`src/rtl/fxp_div_pkg.sv`:
```
// Shared types and elaboration-time helpers for the sequential fixed-point divider.
// The saturation limits are computed here so the datapath and the saturation stage agree.
package fxp_div_pkg;

    typedef enum logic [1:0] {
        IDLE = 2'd0,
        CALC = 2'd1,
        DONE = 2'd2
    } state_t;

    // Widest quotient magnitude supported: WIDTH 48 with FRAC 47.
    localparam int MAX_ITER = 96;
    typedef logic [MAX_ITER-1:0] wide_t;

    function automatic int n_iter(input int width, input int frac);
        return width + frac;
    endfunction

    // Largest positive result: 2^(W-1)-1 when signed, 2^W-1 when unsigned.
    function automatic wide_t pos_limit(input int width, input bit sgn);
        return sgn ? (wide_t'(1) << (width - 1)) - wide_t'(1)
                   : (wide_t'(1) << width) - wide_t'(1);
    endfunction

    // Magnitude of the most negative signed result, 2^(W-1).
    function automatic wide_t neg_limit(input int width);
        return wide_t'(1) << (width - 1);
    endfunction

endpackage

```
`src/rtl/fxp_div_seq_sat_sign.sv`:
```
// Combinational sign application and saturation of the unsigned quotient magnitude.
// Also resolves the divide-by-zero result, which saturates toward the dividend's sign.
module fxp_sat_sign
    import fxp_div_pkg::*;
#(
    parameter int WIDTH  = 32,
    parameter int N_ITER = 47,
    parameter bit SIGNED = 1'b1
) (
    input  logic [N_ITER-1:0] q,
    input  logic              neg,
    input  logic              dbz,
    input  logic              dividend_zero,
    output logic [WIDTH-1:0]  quotient,
    output logic              overflow,
    output logic              div_by_zero
);

    localparam logic [N_ITER-1:0] POS_LIM = N_ITER'(pos_limit(WIDTH, SIGNED));
    localparam logic [N_ITER-1:0] NEG_LIM = N_ITER'(neg_limit(WIDTH));

    always_comb begin
        // NOTE: every output gets a default first so no path can infer a latch.
        quotient    = '0;
        overflow    = 1'b0;
        div_by_zero = dbz;
        if (dbz) begin
            if (!dividend_zero) begin
                overflow = 1'b1;
                quotient = neg ? NEG_LIM[WIDTH-1:0] : POS_LIM[WIDTH-1:0];
            end
        end else if (neg) begin
            if (q > NEG_LIM) begin
                overflow = 1'b1;
                quotient = NEG_LIM[WIDTH-1:0];
            end else begin
                quotient = -q[WIDTH-1:0];
            end
        end else begin
            if (q > POS_LIM) begin
                overflow = 1'b1;
                quotient = POS_LIM[WIDTH-1:0];
            end else begin
                quotient = q[WIDTH-1:0];
            end
        end
    end

endmodule

```
`src/rtl/fxp_div_seq.sv`:
```
// Sequential radix-2 restoring fixed-point divider with valid/ready on both sides.
// One quotient bit per enabled cycle; en=0 freezes all state and blocks both handshakes.
module fxp_div_seq
    import fxp_div_pkg::*;
#(
    parameter int WIDTH  = 32,
    parameter int FRAC   = 15,
    parameter bit SIGNED = 1'b1
) (
    input  logic             clk,
    input  logic             rst_n,
    input  logic             en,
    input  logic             in_valid,
    output logic             in_ready,
    input  logic [WIDTH-1:0] dividend,
    input  logic [WIDTH-1:0] divisor,
    output logic             out_valid,
    input  logic             out_ready,
    output logic [WIDTH-1:0] quotient,
    output logic             div_by_zero,
    output logic             overflow
);

    localparam int N_ITER = n_iter(WIDTH, FRAC);
    localparam int CW     = $clog2(N_ITER + 1);

    state_t            state;
    logic [N_ITER-1:0] num;
    logic [N_ITER-1:0] quo;
    logic [WIDTH-1:0]  rem;
    logic [WIDTH-1:0]  dmag;
    logic [CW-1:0]     cnt;
    logic              neg;
    logic              dbz;
    logic              dzero;

    logic              dividend_neg;
    logic              divisor_neg;
    logic [WIDTH-1:0]  dividend_mag;
    logic [WIDTH-1:0]  divisor_mag;
    logic [WIDTH:0]    rem_sh;
    logic [WIDTH-1:0]  rem_diff;
    logic              ge;
    logic [WIDTH-1:0]  rem_next;
    logic [N_ITER-1:0] quo_next;

    logic [WIDTH-1:0]  sat_q;
    logic              sat_ov;
    logic              sat_dbz;

    assign in_ready = en && rst_n && (state == IDLE);

    assign dividend_neg = SIGNED && dividend[WIDTH-1];
    assign divisor_neg  = SIGNED && divisor[WIDTH-1];
    assign dividend_mag = dividend_neg ? -dividend : dividend;
    assign divisor_mag  = divisor_neg  ? -divisor  : divisor;

    // The difference is only kept when rem_sh >= dmag, so it always fits WIDTH bits.
    assign rem_sh   = {rem, num[N_ITER-1]};
    assign ge       = rem_sh >= {1'b0, dmag};
    assign rem_diff = rem_sh[WIDTH-1:0] - dmag;
    assign rem_next = ge ? rem_diff : rem_sh[WIDTH-1:0];
    assign quo_next = {quo[N_ITER-2:0], ge};

    fxp_sat_sign #(
        .WIDTH (WIDTH),
        .N_ITER(N_ITER),
        .SIGNED(SIGNED)
    ) u_sat (
        .q            (quo_next),
        .neg          (neg),
        .dbz          (dbz),
        .dividend_zero(dzero),
        .quotient     (sat_q),
        .overflow     (sat_ov),
        .div_by_zero  (sat_dbz)
    );

    // NOTE: all sequential state uses non-blocking assignments so every flop samples pre-edge values.
    always_ff @(posedge clk or negedge rst_n) begin
        if (!rst_n) begin
            state       <= IDLE;
            num         <= '0;
            quo         <= '0;
            rem         <= '0;
            dmag        <= '0;
            cnt         <= '0;
            neg         <= 1'b0;
            dbz         <= 1'b0;
            dzero       <= 1'b0;
            out_valid   <= 1'b0;
            quotient    <= '0;
            div_by_zero <= 1'b0;
            overflow    <= 1'b0;
        end else if (en) begin
            case (state)
                IDLE: begin
                    if (in_valid) begin
                        num   <= N_ITER'(dividend_mag) << FRAC;
                        dmag  <= divisor_mag;
                        neg   <= dividend_neg ^ divisor_neg;
                        dbz   <= (divisor_mag == '0);
                        dzero <= (dividend_mag == '0);
                        cnt   <= '0;
                        rem   <= '0;
                        quo   <= '0;
                        state <= (divisor_mag == '0) ? DONE : CALC;
                    end
                end
                CALC: begin
                    rem <= rem_next;
                    quo <= quo_next;
                    num <= num << 1;
                    cnt <= cnt + 1'b1;
                    // The last iteration registers the result straight from the next-quotient path.
                    if (cnt == CW'(N_ITER - 1)) begin
                        quotient    <= sat_q;
                        overflow    <= sat_ov;
                        div_by_zero <= sat_dbz;
                        out_valid   <= 1'b1;
                        state       <= DONE;
                    end
                end
                DONE: begin
                    // Divide-by-zero arrives here without a result yet; capture it on the first cycle.
                    if (!out_valid) begin
                        quotient    <= sat_q;
                        overflow    <= sat_ov;
                        div_by_zero <= sat_dbz;
                        out_valid   <= 1'b1;
                    end else if (out_ready) begin
                        out_valid <= 1'b0;
                        state     <= IDLE;
                    end
                end
                default: state <= IDLE;
            endcase
        end
    end

endmodule
```
`config.mk`:
```
export PLATFORM = sky130hd
export DESIGN_NAME = fxp_div_seq
export DESIGN_NICKNAME = d
export VERILOG_FILES = /design/src/rtl/fxp_div_pkg.sv /design/src/rtl/fxp_div_seq_sat_sign.sv /design/src/rtl/fxp_div_seq.sv
export SDC_FILE = /design/constraint.sdc
export NUM_CORES = 1
export LEC_CHECK = 0
export CORE_MARGIN = 5
export CORE_UTILIZATION = 45
export CTS_CLUSTER_SIZE = 25
export DETAILED_ROUTE_END_ITERATION = 6
export GPL_TIMING_DRIVEN = 1
export PLACE_DENSITY = 0.66
export SLEW_MARGIN = 40
export SYNTH_ARGS = -nofsm -noshare
export SYNTH_HDL_FRONTEND = slang
export SYNTH_HIERARCHICAL = 1
export SYNTH_SLANG_ARGS = --single-unit
```
`constraint.sdc`:
```
create_clock -name clk -period 5.4 [get_ports clk]
set_input_delay 1.08 -clock clk [delete_from_list [all_inputs] [get_ports clk]]
set_output_delay 1.08 -clock clk [all_outputs]
set_load 0.02 [all_outputs]
```
# [Word-level counts from Yosys, hierarchy flattened]
# Index checks and enable logic that the tools add are counted.
[classes] addsub=5 order_cmp=3 n_eq_ne=8 n_mux=41 n_bitwise=1 n_reduce_logical=12
[ops] operator="$mux W32" n=12
[ops] operator="$pmux W32 S2" n=2
[ops] operator="$neg A32 Y32" n=3
[ops] operator="$pmux W47 S2" n=1
[ops] operator="$pmux W46 S2" n=1
[ops] operator="$logic_not A32 Y1" n=2
[ops] operator="$gt A47 B31 Y1 const B" n=1
[ops] operator="$gt A47 B32 Y1 const B" n=1
[ops] operator="$mux W47" n=1
[ops] operator="$mux W46" n=1
[ops] operator="$ge A33 B32 Y1" n=1
[ops] operator="$sub A32 B32 Y32" n=1
[ops] operator="$mux W1" n=12
[ops] operator="$pmux W6 S2" n=1
[ops] operator="$mux W2" n=5
[ops] operator="$ne A2 B2 Y1 const B" n=5
[ops] operator="$reduce_and A3 Y1" n=3
[ops] operator="$add A6 B1 Y6 const B" n=1
[ops] operator="$eq A6 B6 Y1 const B" n=1
[ops] operator="$mux W6" n=1
[ops] operator="$pmux W1 S2" n=3
[ops] operator="$pmux W2 S3" n=1
[ops] operator="$reduce_and A5 Y1" n=1
[ops] operator="$reduce_and A4 Y1" n=1
[ops] operator="6 further kinds" n=8
[totals] register_bits=203 in_bits=69 out_inout_bits=36 wordCells=83

# [Depth between registers and ports, before layout]
[depth] depth_word=7 ltp_mapped=23

# [Hierarchy]
# The synthesis kept the hierarchy.
[by_module_without_submodules] module="fxp_div_seq" instances=1 cells_each=1185 area_each_um2=11073.1 seq_area_each_um2=4704.5
[by_module_without_submodules] module="fxp_sat_sign" instances=1 cells_each=232 area_each_um2=1336.3 seq_area_each_um2=0.0

# [Worst setup path after synthesis]
# Ideal clock, no wire load.
[synth_timing] kind="reg-to-reg" start="reg rem[19]" end="reg quotient[14]" setup_time_ps=65 arrival_ps=4752 setup_slack_ps=584 path_stages_with_launch=21 n_path_buf=3 synth_period_minus_slack_ps=4816 cell_sequence="dfrtp_1 > ha_1 > a21o_1 > o21bai_1 > o32a_1 > nand3_1 > a211oi_1 > a2111oi_2 > clkbuf_1 > inv_1 > inv_1 > ha_1 > nand2b_1 > or3_1 > o41a_1 > buf_6 > or2_1 > buf_6 > or3_1 > nand4_1 > mux2_2"
[synth_between] elab_chain_len=7 word_cells_on_any_way=11 cone_classes="1 x add/sub; 3 x order compare; 7 x mux"
[synth_rtl] item="from (decl)" line="fxp_div_seq.sv:30" source="logic [WIDTH-1:0] rem;"
[synth_rtl] item="from (signal assigned)" line="fxp_div_seq.sv:111" source="rem <= rem_next;"
[synth_rtl] item="$ge A33 B32 Y1 *" line="fxp_div_seq.sv:60" source="assign ge = rem_sh >= {1'b0, dmag};"
[synth_rtl] item="named net ge" line="fxp_div_seq.sv:43" source="logic ge;"
[synth_rtl] item="$gt A47 B31 Y1, or another cell as far along" line="fxp_div_seq_sat_sign.sv:40" source="if (q > POS_LIM) begin"
[synth_rtl] item="$mux W32 (on tied branches)" line="fxp_div_seq_sat_sign.sv:40, fxp_div_seq_sat_sign.sv:33"
[synth_rtl] item="$mux W32 *" line="fxp_div_seq_sat_sign.sv:32" source="end else if (neg) begin"
[synth_rtl] item="$mux W32 *" line="fxp_div_seq_sat_sign.sv:27" source="if (dbz) begin"
[synth_rtl] item="named net sat_q[14]" line="fxp_div_seq.sv:47" source="logic [WIDTH-1:0] sat_q;"
[synth_rtl] item="$mux W32 (on tied branches)" line="fxp_div_seq.sv:126, fxp_div_seq.sv:116"
[synth_rtl] item="$pmux W32 S2 *" line="fxp_div_seq.sv:96" source="case (state)"
[synth_rtl] item="to (signal assigned)" line="fxp_div_seq.sv:117" source="quotient <= sat_q;"
[synth_rtl] item="to (signal assigned)" line="fxp_div_seq.sv:127" source="quotient <= sat_q;"
[synth_rtl] item="to (decl)" line="fxp_div_seq.sv:19" source="output logic [WIDTH-1:0] quotient,"
# Mark *: on every way through the listed nets, which the timed path passes. The rest lies on a longest branch. The select of a mux whose other input is x is not followed.
# A chain may end at the register's enable or synchronous reset.

# [Worst setup path in the final report]
[layout_timing] start="reg rem[15]" end="reg quotient[30]"
# Same word-level chain as after synthesis.

==> results.yml <==
layout:
  syn_to_final_growth_pct: 16.0
  insertedDiodeCount: 0
  drive_gt1_frac: 0.0812
  final_area_um2: 14400
  nets: 1586
placement:
  io_buffers: 104
  dp_hpwl_mm: 23.1
  postPlaceCellArea_um2: 13800
  gp_congestion: 0.911
clock_network:
  path_clk_slew_ns: 0.08
  ctsHtreeMaxLevel: 4
  cts_resized: 0
  clock_latency_ns: 0.45
  numCtsBuffers: 17
  cts_max_path_buffers: 2
  cts.sinks: 188
  cts_tree: "yes"
  cts_hold_buf: 0
  root_buffer: "clkbuf_16"
  cts_setup_buffers: 0
setup_path:
  crit_type: "reg -> reg"
  cp_cell_sequence: "ha_1 > a21oi_1 > o21ai_0 > o32a_1 > nand3_1 > a211oi_1 > a2111oi_4 > inv_1 > inv_1 > ha_1 > nand2b_1 > or3_1 > o41a_1 > or2_1 > o311ai_0 > mux2_2"
  critical-path-max-stage-delay_ns: 0.57
  endpoint_kind: "flip-flop"
  r2r-start: "rem[15]"
  arrival_ns: 5.41
  worst-path-max-fanout: 18
  critPathRequiredTime_ns: 5.78
  path_delay_family: "compound AO/OA/AOI/OAI gates"
  cpMaxStageDelayCell: "o41a_1"
  crit_start: "rem[15]"
  start_kind: "flip-flop"
  worst-r2r-setup-slack_ns: 0.37
  crit_buf_inv: 2
hold_path:
  hold_path_startpoint: "dmag[5]"
  hold_path.class: "reg -> reg"
sta:
  rsz0062_at_grt: "no"
  setup_violations: 0
  maxSlewViolCount: 0
  finalClockSkew_ns: 0.0149
  slew_headroom: 0.479
  tightest_slew_ns: 0.780
  finalHoldWorstSlack_ns: 0.481
  fin_crit_sh: 0.932
  tns_ns: 0
  hold_viol: 0
  max_clock_freq_mhz: 199
  period_minus_slack_ns: 5.03
synth:
  synth_cells: 1417
  ys_types: 78
  ys_seq_area_frac: 0.379
  syn_area_um2: 12400
  synth.top_cell.area_share: 0.379
  async_reset_ff_frac: 1.00
  yosys.area.top_type: "dfrtp_1"
  yosysMostFrequentCell: "dfrtp_1"
  ys_ff_latch: 188
  synthTopCellsByCount: "dfrtp_1 (188), nand2_1 (173), o21ai_0 (146), clkbuf_1 (67), inv_1 (66)"
  synth_edf_count: 0
  avgSynthCellArea_um2: 8.76
  synthesis.nets: 1526
  synth_area_leaders: "dfrtp_1 (38%), o21ai_0 (5.9%), nand2_1 (5.2%)"
  synth_ff_type: "dfrtp_1"
  synth_warnings: 6
flow_run:
  drv_cap: 0
global_routing:
  grt_first_pass_wirelength_mm: 54.4
  grtUsageTotal: 0.209
  grt_pass1_vias: 10600
  grt_remaining_overflow: 0
  grt_max_degree: 142
  antenna_found_initial: 0
floorplanning:
  die_h_um: 176
  dieArea_um2: 31000
  die_w_um: 176
  coreArea_um2: 27000
  start_util: 0.459
  io_pins: 105
  row_count: 60
detailed_routing:
  vias: 11100
  detail-route-antenna-nets: 0
  wl_per_cell_um: 17.8
  drt-pass1-iter-count: 7
  drt_iter0_drc: 909
  drc: 0
  via_per_inst: 6.05
  routed_wl_mm: 32.6
status:
  status: "finished clean"
power_and_ir_drop:
  sw_frac_of_total: 0.452
  combPwrFrac: 0.533
  p_switching_mw: 3.47
  p_leak_nw: 6.17
  seq_power_share: 0.299
  power_density_nw_per_um2: 534
  vdd_drop_max_mv: 0.339
  intPower_mw: 4.21
  p_clk_frac: 0.168
## stage by stage
step	cells	power (mW)	utilization	worst slack (ns)
after floorplan	1417	5.30	-	0.584
after global placement	1796	6.26	0.507	0.653
after detailed placement	1798	6.34	0.509	0.533
after CTS	1830	7.67	0.532	0.451
after global routing	1831	8.32	0.533	0.0994
final	1831	7.69	0.533	0.366
## state kept, by name, summed over array words and instances (netlist names), 2 cells and up
register / count
cnt: 6
dmag: 32
num: 32
quo: 46
quotient: 32
rem: 32
state: 2
## power groups by stage
stage               registers (mW)  logic, mW  clock network, mW
global placement              2.29       3.97                  0
CTS                           2.29       4.06               1.32
floorplan                     2.17       3.13                  0
detailed placement            2.31       4.03                  0
finish                        2.30       4.10               1.29
global route                  2.37       4.57               1.38
## per-layer routing
| layer | vias up | part of all wire | GRT usage |
|---|---|---|---|
| met5 | - | 0 | 0 |
| met4 | 0 | 0.012 | 0.0445 |
| met3 | 29 | 0.045 | 0.0278 |
| met2 | 303 | 0.47 | 0.338 |
| met1 | 5400 | 0.47 | 0.302 |
| li1 | 5350 | - | - |
## worst register-to-register path, stage by stage, from the launching register on
cell and delay, ns:
dfrtp_1 0.40, ha_1 0.39, a21oi_1 0.25, o21ai_0 0.21, o32a_1 0.39, nand3_1 0.09, a211oi_1 0.10, a2111oi_4 0.41
inv_1 0.19, inv_1 0.09, ha_1 0.19, nand2b_1 0.13, or3_1 0.41, o41a_1 0.57, or2_1 0.47, o311ai_0 0.44
mux2_2 0.25
## logic make-up (layout without fill, tap and decap cells)
logic type | count (synthesis) | count (layout) | synth area share
AO/OA/AOI/OAI | 420 | 420 | 0.230
XOR/XNOR | 94 | 94 | 0.0663
adder cells (fa/ha/maj) | 40 | 40 | 0.0409
buffers and inverters | 146 | 219 | 0.0459
flip-flops | 188 | 188 | 0.379
multiplexers | 48 | 48 | 0.0430
AND/OR/NAND/NOR | 481 | 481 | 0.195
## cell type report
class                   count  area (um^2)
clock buffers              18          429
fillers                  2536        12600
inverters                  67          251
well taps                 341          427
flip-flops and latches    188         4700
repair buffers            120         1240
multi-input cells        1083         7170
clock inverters            14          175
## cells in the final DEF, fill, tap and decap left out, types with 17 or more instances in the layout
cell type / instances
o31ai_1: 28
inv_1: 66
o311ai_0: 24
clkbuf_16: 17
dfrtp_1: 188
nand3_1: 47
mux2_2: 38
nand4_1: 25
clkdlybuf4s50_1: 103
o21ai_0: 146
nor2_1: 65
a21oi_1: 46
a22o_1: 47
or3_1: 22
a21o_1: 17
xor2_1: 60
ha_1: 39
xnor2_1: 34
nand2_1: 173
nor3_1: 36
nor4_1: 22
## final timing paths
path	end	cells past startpoint
setup / recovery	quotient[30]	16
hold / removal	dmag[5]	2
setup reg to reg	quotient[30]	16
hold reg to reg	dmag[5]	2
max in group asynchronous	quo[5]	3
min in group asynchronous	quotient[31]	1
Power figures use the tool's default switching activity.
